## src/rtl/usb_multi_ep_protocol_ctrl.sv

```systemverilog
// -----------------------------------------------------------------------------
// usb_multi_ep_protocol_ctrl
//
// Bulk-transfer protocol controller for NUM_EP endpoints. Sits between the
// RX/TX packet engines and the shared data buffer and tracks, per endpoint,
// the DATA0/DATA1 toggles and the STALL condition. It also filters duplicate
// OUT data and retries IN data a bounded number of times when the host does
// not hand-shake in time. All outputs are a Moore decode of the registered
// state, so they change one cycle after the token/handshake that caused them.
//
// Ports
//   clk, rst             system clock, synchronous active-high reset
//   RX_Packet            received packet type pulse (IDLE/IN/OUT/ACK/ERROR/DONE/NAK)
//   RX_Endpoint          token endpoint, valid with IN/OUT
//   RX_Data_PID          toggle of the received DATA packet, valid with DONE
//   Buffer_Occupancy     bytes currently held in the shared buffer
//   TX_Packet_Data_Size  bytes the host side is loading for the next IN
//   Buffer_Reserved      host side is loading IN data
//   Reserved_Endpoint    endpoint that owns the data being loaded
//   Stall_Set/Clear      per-endpoint stall set / clear pulses
//   RX_Error             OUT packet rejected with NAK
//   RX_Transfer_Active   OUT data phase in progress
//   RX_Data_Ready        accepted OUT payload waiting in the buffer
//   TX_Transfer_Active   IN data phase in progress
//   TX_Error             IN packet dropped after the last retry (pulse)
//   D_Mode               1 = host->endpoint direction
//   TX_Packet            handshake/data request to the TX engine
//   TX_Data_PID          toggle to use with SEND_DATA
//   Active_Endpoint      endpoint of the current transaction
//   clear                flush the shared buffer
// -----------------------------------------------------------------------------
module usb_multi_ep_protocol_ctrl #(
  parameter  int NUM_EP      = 2,
  parameter  int BUF_DEPTH   = 64,
  parameter  int TIMEOUT_CYC = 800,
  parameter  int MAX_RETRY   = 3,
  localparam int EPW         = (NUM_EP > 1) ? $clog2(NUM_EP) : 1,
  localparam int OCC_W       = $clog2(BUF_DEPTH + 1)
) (
  input  logic              clk,
  input  logic              rst,
  input  logic [2:0]        RX_Packet,
  input  logic [EPW-1:0]    RX_Endpoint,
  input  logic              RX_Data_PID,
  input  logic [OCC_W-1:0]  Buffer_Occupancy,
  input  logic [OCC_W-1:0]  TX_Packet_Data_Size,
  input  logic              Buffer_Reserved,
  input  logic [EPW-1:0]    Reserved_Endpoint,
  input  logic [NUM_EP-1:0] Stall_Set,
  input  logic [NUM_EP-1:0] Stall_Clear,
  output logic              RX_Error,
  output logic              RX_Transfer_Active,
  output logic              RX_Data_Ready,
  output logic              TX_Transfer_Active,
  output logic              TX_Error,
  output logic              D_Mode,
  output logic [2:0]        TX_Packet,
  output logic              TX_Data_PID,
  output logic [EPW-1:0]    Active_Endpoint,
  output logic              clear
);

  localparam int TMO_W = (TIMEOUT_CYC > 1) ? $clog2(TIMEOUT_CYC) : 1;
  localparam int RTY_W = $clog2(MAX_RETRY + 1);
  localparam logic [TMO_W-1:0] TMO_LAST  = TMO_W'(TIMEOUT_CYC - 1);
  localparam logic [RTY_W-1:0] RTY_LIMIT = RTY_W'(MAX_RETRY);
  localparam logic [OCC_W-1:0] OCC_MAX   = OCC_W'(BUF_DEPTH);

  // Received packet codes (values 7 and out-of-context types are ignored).
  typedef enum logic [2:0] {
    RX_IDLE = 3'd0, RX_IN  = 3'd1, RX_OUT = 3'd2, RX_ACK = 3'd3,
    RX_ERR  = 3'd4, RX_DONE = 3'd5, RX_NAK = 3'd6
  } rx_pkt_e;

  // Requests to the TX engine.
  localparam logic [2:0] TX_IDLE  = 3'd0;
  localparam logic [2:0] TX_DATA  = 3'd1;
  localparam logic [2:0] TX_NAK   = 3'd2;
  localparam logic [2:0] TX_ACK   = 3'd3;
  localparam logic [2:0] TX_STALL = 3'd4;

  typedef enum logic [3:0] {
    ST_IDLE, ST_RESERVED, ST_IN_WAIT, ST_IN_MODE, ST_IN_NAK, ST_IN_FAIL,
    ST_OUT_MODE, ST_OUT_WAIT, ST_OUT_ACK, ST_OUT_DUP, ST_OUT_NAK, ST_STALL
  } state_e;

  state_e            r_state;
  state_e            r_ret;          // state to resume after a one-cycle IN NAK
  logic [EPW-1:0]    r_ep;
  logic [NUM_EP-1:0] r_tx_tog;
  logic [NUM_EP-1:0] r_rx_tog;
  logic [NUM_EP-1:0] r_stall;
  logic [TMO_W-1:0]  r_tmo_cnt;
  logic [RTY_W-1:0]  r_retry_cnt;
  logic              r_ack_first;    // first cycle of OUT_ACK entered from OUT_MODE
  logic              r_in_ack_clr;   // buffer flush in the cycle after an IN ACK

  state_e            w_state_nxt;
  logic              w_is_in;
  logic              w_is_out;
  logic              w_tok_bad;
  logic              w_ep_ld;
  logic [EPW-1:0]    w_ep_val;
  logic              w_tmo_clr;
  logic [RTY_W-1:0]  w_retry_nxt;
  logic              w_tx_flip;
  logic              w_rx_flip;
  logic              w_in_ack;

  assign w_is_in  = (RX_Packet == RX_IN);
  assign w_is_out = (RX_Packet == RX_OUT);
  // A token addressing a nonexistent endpoint is answered with STALL as well.
  assign w_tok_bad = (int'(RX_Endpoint) >= NUM_EP) || r_stall[RX_Endpoint];

  // ---------------------------------------------------------------------------
  // Next-state and control decode
  // ---------------------------------------------------------------------------
  // NOTE: every signal driven here gets a default before the case so that no
  // path leaves it unassigned, which would otherwise infer a latch.
  always_comb begin
    w_state_nxt = r_state;
    w_ep_ld     = 1'b0;
    w_ep_val    = RX_Endpoint;
    w_tmo_clr   = 1'b0;
    w_retry_nxt = r_retry_cnt;
    w_tx_flip   = 1'b0;
    w_rx_flip   = 1'b0;
    w_in_ack    = 1'b0;

    case (r_state)
      ST_IDLE: begin
        if ((w_is_in || w_is_out) && w_tok_bad) begin
          w_state_nxt = ST_STALL;
          w_ep_ld     = 1'b1;
        end else if (w_is_in) begin
          // No data has been reserved yet: the host has to come back later.
          w_state_nxt = ST_IN_NAK;
          w_ep_ld     = 1'b1;
        end else if (Buffer_Reserved) begin
          w_state_nxt = ST_RESERVED;
          w_ep_ld     = 1'b1;
          w_ep_val    = Reserved_Endpoint;
        end else if (w_is_out) begin
          // Stale bytes in the buffer mean there is nowhere to put the data.
          w_state_nxt = (Buffer_Occupancy != '0) ? ST_OUT_WAIT : ST_OUT_MODE;
          w_ep_ld     = 1'b1;
        end
      end

      ST_RESERVED: begin
        if (w_is_in)                                    w_state_nxt = ST_IN_NAK;
        else if (Buffer_Occupancy == TX_Packet_Data_Size) w_state_nxt = ST_IN_WAIT;
      end

      ST_IN_WAIT: begin
        if (w_is_in) begin
          if (RX_Endpoint == r_ep) begin
            w_state_nxt = ST_IN_MODE;
            w_tmo_clr   = 1'b1;
          end else begin
            w_state_nxt = ST_IN_NAK;
          end
        end
      end

      ST_IN_MODE: begin
        if (RX_Packet == RX_ACK) begin
          w_state_nxt = ST_IDLE;
          w_tx_flip   = 1'b1;
          w_retry_nxt = '0;
          w_in_ack    = 1'b1;
        end else if ((RX_Packet == RX_NAK) || (r_tmo_cnt == TMO_LAST)) begin
          w_retry_nxt = r_retry_cnt + 1'b1;
          w_state_nxt = (w_retry_nxt == RTY_LIMIT) ? ST_IN_FAIL : ST_IN_WAIT;
        end
      end

      ST_IN_FAIL: begin
        w_state_nxt = ST_IDLE;
        w_retry_nxt = '0;
      end

      ST_IN_NAK: w_state_nxt = r_ret;

      ST_OUT_MODE: begin
        if ((RX_Packet == RX_ERR) || (Buffer_Occupancy > OCC_MAX)) begin
          w_state_nxt = ST_OUT_WAIT;
        end else if (RX_Packet == RX_DONE) begin
          // A toggle mismatch is a retransmission of data already accepted:
          // ACK it again but throw the copy away.
          if (RX_Data_PID == r_rx_tog[r_ep]) begin
            w_state_nxt = ST_OUT_ACK;
            w_rx_flip   = 1'b1;
          end else begin
            w_state_nxt = ST_OUT_DUP;
          end
        end
      end

      ST_OUT_WAIT: if (RX_Packet == RX_DONE) w_state_nxt = ST_OUT_NAK;

      ST_OUT_ACK: begin
        // Tokens arriving while the payload is still unread are refused
        // rather than silently dropped.
        if (w_is_in)                       w_state_nxt = ST_IN_NAK;
        else if (w_is_out)                 w_state_nxt = ST_OUT_NAK;
        else if (Buffer_Occupancy == '0)   w_state_nxt = ST_IDLE;
      end

      ST_OUT_DUP, ST_OUT_NAK, ST_STALL: w_state_nxt = ST_IDLE;

      default: w_state_nxt = ST_IDLE;
    endcase
  end

  // ---------------------------------------------------------------------------
  // State, endpoint context and per-endpoint registers
  // ---------------------------------------------------------------------------
  // NOTE: sequential state uses non-blocking assignments so every register
  // samples pre-edge values regardless of statement order.
  always_ff @(posedge clk) begin
    if (rst) begin
      // NOTE: the per-endpoint toggle and stall registers are reset along with
      // the FSM; a stale toggle after reset would make the first OUT look
      // like a duplicate.
      r_state      <= ST_IDLE;
      r_ret        <= ST_IDLE;
      r_ep         <= '0;
      r_tx_tog     <= '0;
      r_rx_tog     <= '0;
      r_stall      <= '0;
      r_tmo_cnt    <= '0;
      r_retry_cnt  <= '0;
      r_ack_first  <= 1'b0;
      r_in_ack_clr <= 1'b0;
    end else begin
      r_state      <= w_state_nxt;
      r_retry_cnt  <= w_retry_nxt;
      r_ack_first  <= (r_state == ST_OUT_MODE) && (w_state_nxt == ST_OUT_ACK);
      r_in_ack_clr <= w_in_ack;

      if (w_state_nxt == ST_IN_NAK) r_ret <= r_state;
      if (w_ep_ld)                  r_ep  <= w_ep_val;

      // Saturates at the last count so a long stay cannot wrap back to 0.
      if (w_tmo_clr)
        r_tmo_cnt <= '0;
      else if ((r_state == ST_IN_MODE) && (r_tmo_cnt != TMO_LAST))
        r_tmo_cnt <= r_tmo_cnt + 1'b1;

      if (w_tx_flip) r_tx_tog[r_ep] <= ~r_tx_tog[r_ep];
      if (w_rx_flip) r_rx_tog[r_ep] <= ~r_rx_tog[r_ep];

      // Set dominates Clear. Clearing a stall restarts the endpoint from
      // DATA0 in both directions, overriding any flip on the same edge.
      for (int i = 0; i < NUM_EP; i++) begin
        if (Stall_Set[i]) begin
          r_stall[i] <= 1'b1;
        end else if (Stall_Clear[i]) begin
          r_stall[i]  <= 1'b0;
          r_tx_tog[i] <= 1'b0;
          r_rx_tog[i] <= 1'b0;
        end
      end
    end
  end

  // ---------------------------------------------------------------------------
  // Moore output decode
  // ---------------------------------------------------------------------------
  always_comb begin
    RX_Error           = 1'b0;
    RX_Transfer_Active = 1'b0;
    RX_Data_Ready      = 1'b0;
    TX_Transfer_Active = 1'b0;
    TX_Error           = 1'b0;
    D_Mode             = 1'b0;
    TX_Packet          = TX_IDLE;
    TX_Data_PID        = 1'b0;
    Active_Endpoint    = r_ep;
    clear              = r_in_ack_clr;

    case (r_state)
      ST_IN_MODE: begin
        TX_Transfer_Active = 1'b1;
        TX_Packet          = TX_DATA;
        TX_Data_PID        = r_tx_tog[r_ep];
      end
      ST_IN_FAIL: begin
        TX_Error = 1'b1;
        clear    = 1'b1;
      end
      ST_IN_NAK: TX_Packet = TX_NAK;
      ST_OUT_MODE: begin
        D_Mode             = 1'b1;
        RX_Transfer_Active = 1'b1;
      end
      ST_OUT_WAIT: begin
        D_Mode             = 1'b1;
        RX_Transfer_Active = 1'b1;
        clear              = 1'b1;
      end
      ST_OUT_ACK: begin
        RX_Data_Ready = 1'b1;
        if (r_ack_first) TX_Packet = TX_ACK;
      end
      ST_OUT_DUP: begin
        TX_Packet = TX_ACK;
        clear     = 1'b1;
      end
      ST_OUT_NAK: begin
        TX_Packet = TX_NAK;
        RX_Error  = 1'b1;
        clear     = 1'b1;
      end
      ST_STALL: TX_Packet = TX_STALL;
      default: ;
    endcase
  end

endmodule
```

## config.mk

```make
export PLATFORM = sky130hd
export DESIGN_NAME = usb_multi_ep_protocol_ctrl
export DESIGN_NICKNAME = d
export VERILOG_FILES = /design/src/rtl/usb_multi_ep_protocol_ctrl.sv
export SDC_FILE = /design/constraint.sdc
export NUM_CORES = 1
export LEC_CHECK = 0
export BUFFER_PORTS_ARGS = -buffer_cell sky130_fd_sc_hd__buf_2
export CAP_MARGIN = 15
export CORE_AREA = 2 2 63 65
export CTS_BUF_LIST = sky130_fd_sc_hd__clkbuf_8
export DETAILED_ROUTE_END_ITERATION = 16
export DIE_AREA = 0 0 65 67
export GPL_TIMING_DRIVEN = 0
export PLACE_DENSITY = 0.82
export SLEW_MARGIN = 30
export SYNTH_ARGS = -nofsm -noshare
export SYNTH_HDL_FRONTEND = slang
export SYNTH_SLANG_ARGS = --single-unit
```

## constraint.sdc

```tcl
create_clock -name clk -period 4.78 [get_ports clk]
set_input_delay 0.478 -clock clk [delete_from_list [all_inputs] [get_ports clk]]
set_output_delay 0.478 -clock clk [all_outputs]
set_load 0.005 [all_outputs]
```

Yosys cells after proc, flatten, opt, wreduce, memory -nomap -nowiden
Cells that the tools add are included.

storage, ports and cells
  bits in read-only memories = 0
  word-level logic and storage cells = 137
  latch bits = 0
  bits in writable memories = 0
  register bits after elaboration = 29
  input port bits = 27
  memories = 0

cells by class
  eq/ne operators = 26
  order comparisons = 4
  reduce and logical (&&, ||, !) cells = 18
  $mul = 0
  mux-type cells = 74
  shifts and indexed selects = 0
  bitwise logic cells = 2
  div/mod/pow operators = 0
  add/subtract/negate cells = 2

operator list
  kind                                            number
  2-to-1 mux 4 bit                                15
  2-to-1 mux 1 bit                                46
  one-hot mux 4 bit (8 select lines)              1
  == test 4 x 3 -> 1 bit (second input constant)  5
  == test 4 bit (second input constant)           5
  one-hot mux 3 bit (5 select lines)              1
  adder 10 x 1 -> 10 bit (second input constant)  1
  == test 10 bit (second input constant)          1
  2-to-1 mux 2 bit                                5
  inequality test 10 bit (second input constant)  1
  == test 3 bit (second input constant)           3
  == test 4 x 2 -> 1 bit (second input constant)  2
  == test 7 bit                                   1
  > comparator 7 bit (second input constant)      1
  zero test 7 bit                                 1
  nonzero test 7 bit                              1
  == test 3 x 2 -> 1 bit (second input constant)  2
  2-to-1 mux 3 bit                                2
  nonzero test 2 bit                              3
  OR reduction 2 bit                              3
  bitwise mux 2 bit                               2
  == test 4 x 1 -> 1 bit (second input constant)  1
  logical AND 1 bit                               4
  zero test 4 bit                                 1
  13 further kinds                                18

Logic depth before layout (Yosys ltp)
  depth after elaboration = 10
  gate-level depth with buffers = 8
  gate-level depth less buffers = 7

Worst setup path after synthesis
No wires, ideal clock.

  path type = input -> register
  start point = input RX_Packet[2]
  end point = register r_ret[0]
  data arrival time = 2203 ps
  slack = 2505 ps
  setup time = 72 ps
  buffers on the path = 0
  stages on the path = 6
  cells stage by stage = or3b_2 > a2111o_1 > o221ai_2 > o311ai_2 > nor4_4 > mux2i_1

between the ends
  cells in the longest elaborated chain, start to end = 7
  elaborated cells between the ends (all ways) = 25
  those cells by class = eq/ne: 7; mux: 14; reduce/logical: 4

RTL lines
  element                                 line  text
  from (decl)                             42    input logic [2:0] RX_Packet,
  == test 3 x 2 -> 1 bit                  111   assign w_is_out = (RX_Packet == RX_OUT);
  2-to-1 mux 4 bit                        143   end else if (w_is_out) begin
  2-to-1 mux 4 bit                        139   end else if (Buffer_Reserved) begin
  2-to-1 mux 4 bit                        135   end else if (w_is_in) begin
  2-to-1 mux 4 bit                        132   if ((w_is_in || w_is_out) && w_tok_bad) begin
  one-hot mux 4 bit (8 select lines) (*)  130   case (r_state)
  == test 4 x 3 -> 1 bit (*)              242   if (w_state_nxt == ST_IN_NAK) r_ret <= r_state;
  to (signal assigned)                    242
  to (decl)                               88    state_e r_ret;

Mark *: on every way between the ends. The rest lies on a longest branch, timed or not.
A chain may end at the register's enable or synchronous reset.

Worst setup path in the final report
  start point = register r_state[1]
  end point = register r_ret[3]

between the ends
  cells in the longest elaborated chain, start to end = 6
  elaborated cells between the ends (all ways) = 25
  those cells by class = eq/ne: 8; mux: 16; reduce/logical: 1

RTL lines
  element                                 line  text
  from (decl)                             87    state_e r_state;
  from (signal assigned)                  237   r_state <= w_state_nxt;
  2-to-1 mux 4 bit                        143
  2-to-1 mux 4 bit                        139
  2-to-1 mux 4 bit                        135
  2-to-1 mux 4 bit                        132
  one-hot mux 4 bit (8 select lines) (*)  130
  == test 4 x 3 -> 1 bit (*)              242

Marked as above.

==> PnR_summary.wiki <==
{| class="wikitable"
! Metric !! Value
|-
| Final net count || approximately 340
|-
| Vias/cell || approximately 5.8
|-
| Combined area of all synthesized cells || 2102 um^2
|-
| Standby leakage power || ~0.95 nW
|-
| Number of buffers inserted during clock tree synthesis || 5
|-
| Power density relative to cell area || between 300 and 400 nW/um^2
|-
| Cell family contributing the most delay on the critical path || simple AND/OR/NAND/NOR gates
|-
| Min-delay src || Stall_Set[1]
|-
| Total length of routed wires || ~5300 um
|-
| Final setup vio count || 0
|-
| Post-cts sizing count || 0
|-
| Dominant cells by area after synthesis || sky130_fd_sc_hd__dfxtp_1 28%, sky130_fd_sc_hd__xor2_1 6.3%, sky130_fd_sc_hd__nor2_1 5.9%
|-
| Rel. slew slack || between 60 and 70%
|-
| Commonest register cell after synthesis || sky130_fd_sc_hd__dfxtp_1
|-
| Portion of the clock cycle consumed by the worst path in the final layout || between 50% and 60%
|-
| Start of the worst register-to-register path || r_state[1]$_SDFF_PP0_
|-
| Reg2Reg Setup Slack || roughly 2200 ps
|-
| Reg-to-reg critical path endpoint || r_ret[3]$_SDFFE_PP0N_
|-
| Final cell count without fillers || approximately 360
|-
| Wire length of the first global-routing pass || between 8000 and 9000 um
|-
| R2R depth || 8
|-
| Cell type of the slowest stage on the worst timing path || sky130_fd_sc_hd__nor4_1
|-
| Total number of placement rows || 22
|-
| Synth Instances || between 200 and 300
|-
| Via count of the first global-routing pass || around 1,900
|-
| Ant. Diodes || 0
|-
| CP Buf/Inv Count || 2
|-
| # H-tree levels || 2
|-
| Die height || roughly 67 um
|-
| RSZ-0062 raised after global routing || false
|-
| Worst voltage drop across the vdd grid || ~0.22 mV
|-
| Clk root buf || sky130_fd_sc_hd__clkbuf_8
|-
| Buffer levels on the longest clock path || 2
|-
| Power consumption || ~0.00081 W
|-
| Full die area || 4355 um^2
|-
| Yosys warnings || 0
|-
| Fmax || a little under 400 MHz
|-
| Post-route ant nets || 0
|-
| Standard cell core area || between 3000 and 4000 um^2
|-
| Asr flop ratio synth || 0%
|-
| Final Critical Period || between 2000 and 3000 ps
|-
| Setup fix buffers added after clock tree synthesis || 0
|-
| Initial DRC Count || 178
|-
| Initial antenna violation count || 0
|-
| Port Buffer Count || 38
|-
| Weighted congestion at the end of routability-driven global placement || between 0.9 and 1
|-
| Num ports || 39
|-
| Critical path start-end classification || reg -> reg
|-
| Clock net sink count || 29
|-
| Mapped Nets || around 300
|-
| Synth top cells by count || 33 x sky130_fd_sc_hd__nor2_1, 29 x sky130_fd_sc_hd__dfxtp_1, 15 x sky130_fd_sc_hd__xor2_1
|-
| Max FO, Critical Path || 10
|-
| Pin count of the biggest net entering global routing || 11
|-
| Worst Hold Path EP || r_stall[1]$_SDFFE_PP0P_
|-
| Clock latency of the later-clocked register in the worst-skew pair || ~290 ps
|-
| Fin. Hold Viols || 0
|-
| Number of cells after detailed placement || around 360
|-
| Worst hold path cell count || 3
|-
| Clock tree from TritonCTS || yes
|-
| Top-area cell type share of the netlist area || between 20 and 30%
|-
| Detailed Routing Iterations Pass 1 || 5
|-
| Layout Area Growth over Synthesis || 17.44%
|-
| Transition time of the tightest slew-check pin || about 590 ps
|-
| Critical Path Sink Type || flip-flop
|-
| Total routing usage reported by global routing || roughly a quarter
|-
| Number of maximum-capacitance constraint violations || 0
|-
| Critical Path Source Type || flip-flop
|-
| Worst endpoint required time || 5000 ps
|-
| Clock Skews || between 6 and 7 ps
|-
| Total Negative Setup Slacks || 0 ps
|-
| Die extent in x || 65 um
|-
| Outcome || finished clean
|-
| Global route overflow || 0
|-
| Top cell type by total area after synthesis || sky130_fd_sc_hd__dfxtp_1
|-
| Starting Density || between 50% and 60%
|-
| Arrival @ worst endpoint || ~2800 ps
|-
| Seq/Total Area, Yosys || between 20 and 30%
|-
| Tightest Hold Check Type || in -> reg
|-
| Mean cell area of the mapped netlist || ~8 um^2
|-
| Delay of the slowest critical-path stage || ~520 ps
|-
| Drc violations || 0
|-
| Ratio of cells with drive above 1 in the final layout || between 10% and 20%
|-
| Most frequent cell after synthesis || sky130_fd_sc_hd__nor2_1
|-
| Library cells used by synthesis || 57
|-
| Number of buffers inserted by hold repair at cts || 0
|-
| Vias || 2,106
|-
| Post-DR wirelength/cell || 14.69 um
|-
| Count of flip-flops with a built-in enable after synthesis || 0
|-
| Cell breakdown of the critical path || clkbuf_1 > nand4bb_1 > inv_1 > nand2_1 > nor4_1 > o311ai_2 > nor4_4 > mux2i_1
|-
| Flops & latches, synth || 29
|-
| Number of pins exceeding their max-slew limit in the final report || 0
|-
| Clock slew at the register clock pins of the worst setup and hold paths || ~70 ps
|-
| HPWL after DPL || just under 4000 um
|}
[logic make-up (layout without fill, tap and decap cells)]
family	after synthesis	count (layout)	synth area share (%)
multiplexers	9	9	4.345
AND/OR/NAND/NOR	130	130	35.24
flip-flops	29	29	27.62
XOR/XNOR	20	20	8.333
AO/OA/AOI/OAI	52	52	17.74
adder cells (fa/ha/maj)	2	2	1.190
buffers and inverters	27	73	5.536
[where the power goes]
group | leakage, nW | internal (W) | total, W | switching (W)
registers | 0.235 | 0.000254 | 0.000260 | 0.00000519
clock network | 0.0626 | 0.000168 | 0.000268 | 0.000100
logic | 0.652 | 0.000112 | 0.000285 | 0.000173
total | 0.950 | 0.000534 | 0.000812 | 0.000278
[worst min-delay path, cell delays in order]
cell and delay [ps]:
sky130_fd_sc_hd__buf_2 90, sky130_fd_sc_hd__inv_1 60, sky130_fd_sc_hd__a21oi_1 60
[routing by layer]
metal  up-vias  share of wire (%)  GRT usage (%)
li1       1064                  -              -
met1       953                 44          32.75
met2        84                 47          44.07
met3         5                7.6          5.405
met4         0                1.5          10.11
met5         -                  0              0
[how the worst max path moves through the flow]
stage          cells after the start                   from                     to
5_1_grt                            8  r_state[1]$_SDFF_PP0_  r_ret[3]$_SDFFE_PP0N_
2_1_floorplan                      6           RX_Packet[2]  r_ret[0]$_SDFFE_PP0N_
3_3_place_gp                       7    Buffer_Occupancy[1]  r_ret[2]$_SDFFE_PP0N_
3_5_place_dp                       7    Buffer_Occupancy[1]  r_ret[3]$_SDFFE_PP0N_
6_report                           8  r_state[1]$_SDFF_PP0_  r_ret[3]$_SDFFE_PP0N_
4_1_cts                            8  r_state[1]$_SDFF_PP0_  r_ret[3]$_SDFFE_PP0N_
[state kept, by name, summed over array words and instances (netlist names)]
register,cells
r_state,4
Active_Endpoint,1
r_in_ack_clr,1
r_ret,4
r_tx_tog,2
r_tmo_cnt,10
r_ack_first,1
r_rx_tog,2
r_retry_cnt,2
r_stall,2
[metrics by stage]
stage,utilization (%),hold WS (ps),cell area (um^2),setup WS (ps)
after floorplan,-,448.3,2102,2505
after global placement,65.23,458.7,2352,2170
after detailed placement,65.23,462.2,2352,2162
after CTS,68.46,438.7,2469,2264
after global routing,68.46,455.2,2469,1971
final,68.46,441.8,2469,2230
[cell type report]
type	instances	area, um^2
repair buffers	38	190.2
multi-input cells	213	1405
fillers	312	1137
clock inverters	2	33.78
well taps	48	60.06
flip-flops and latches	29	580.6
clock buffers	6	82.58
inverters	11	41.29
plain buffers	16	75.07
[cell usage in the layout, fill, tap and decap left out, drive strengths merged, types with 5 or more instances in the layout]
cell | netlist | final
buf | 5 | 43
nor2 | 33 | 33
dfxtp | 29 | 29
clkbuf | 11 | 17
xor2 | 15 | 15
nand2 | 13 | 13
inv | 11 | 12
nand2b | 12 | 12
nor3 | 12 | 12
a21oi | 12 | 12
nor2b | 10 | 10
o21ai | 9 | 9
nor4 | 9 | 9
mux2i | 8 | 8
nand3 | 6 | 6
a211oi | 6 | 6
or3 | 5 | 5
xnor2 | 5 | 5
(Power assumes the default switching activity.)
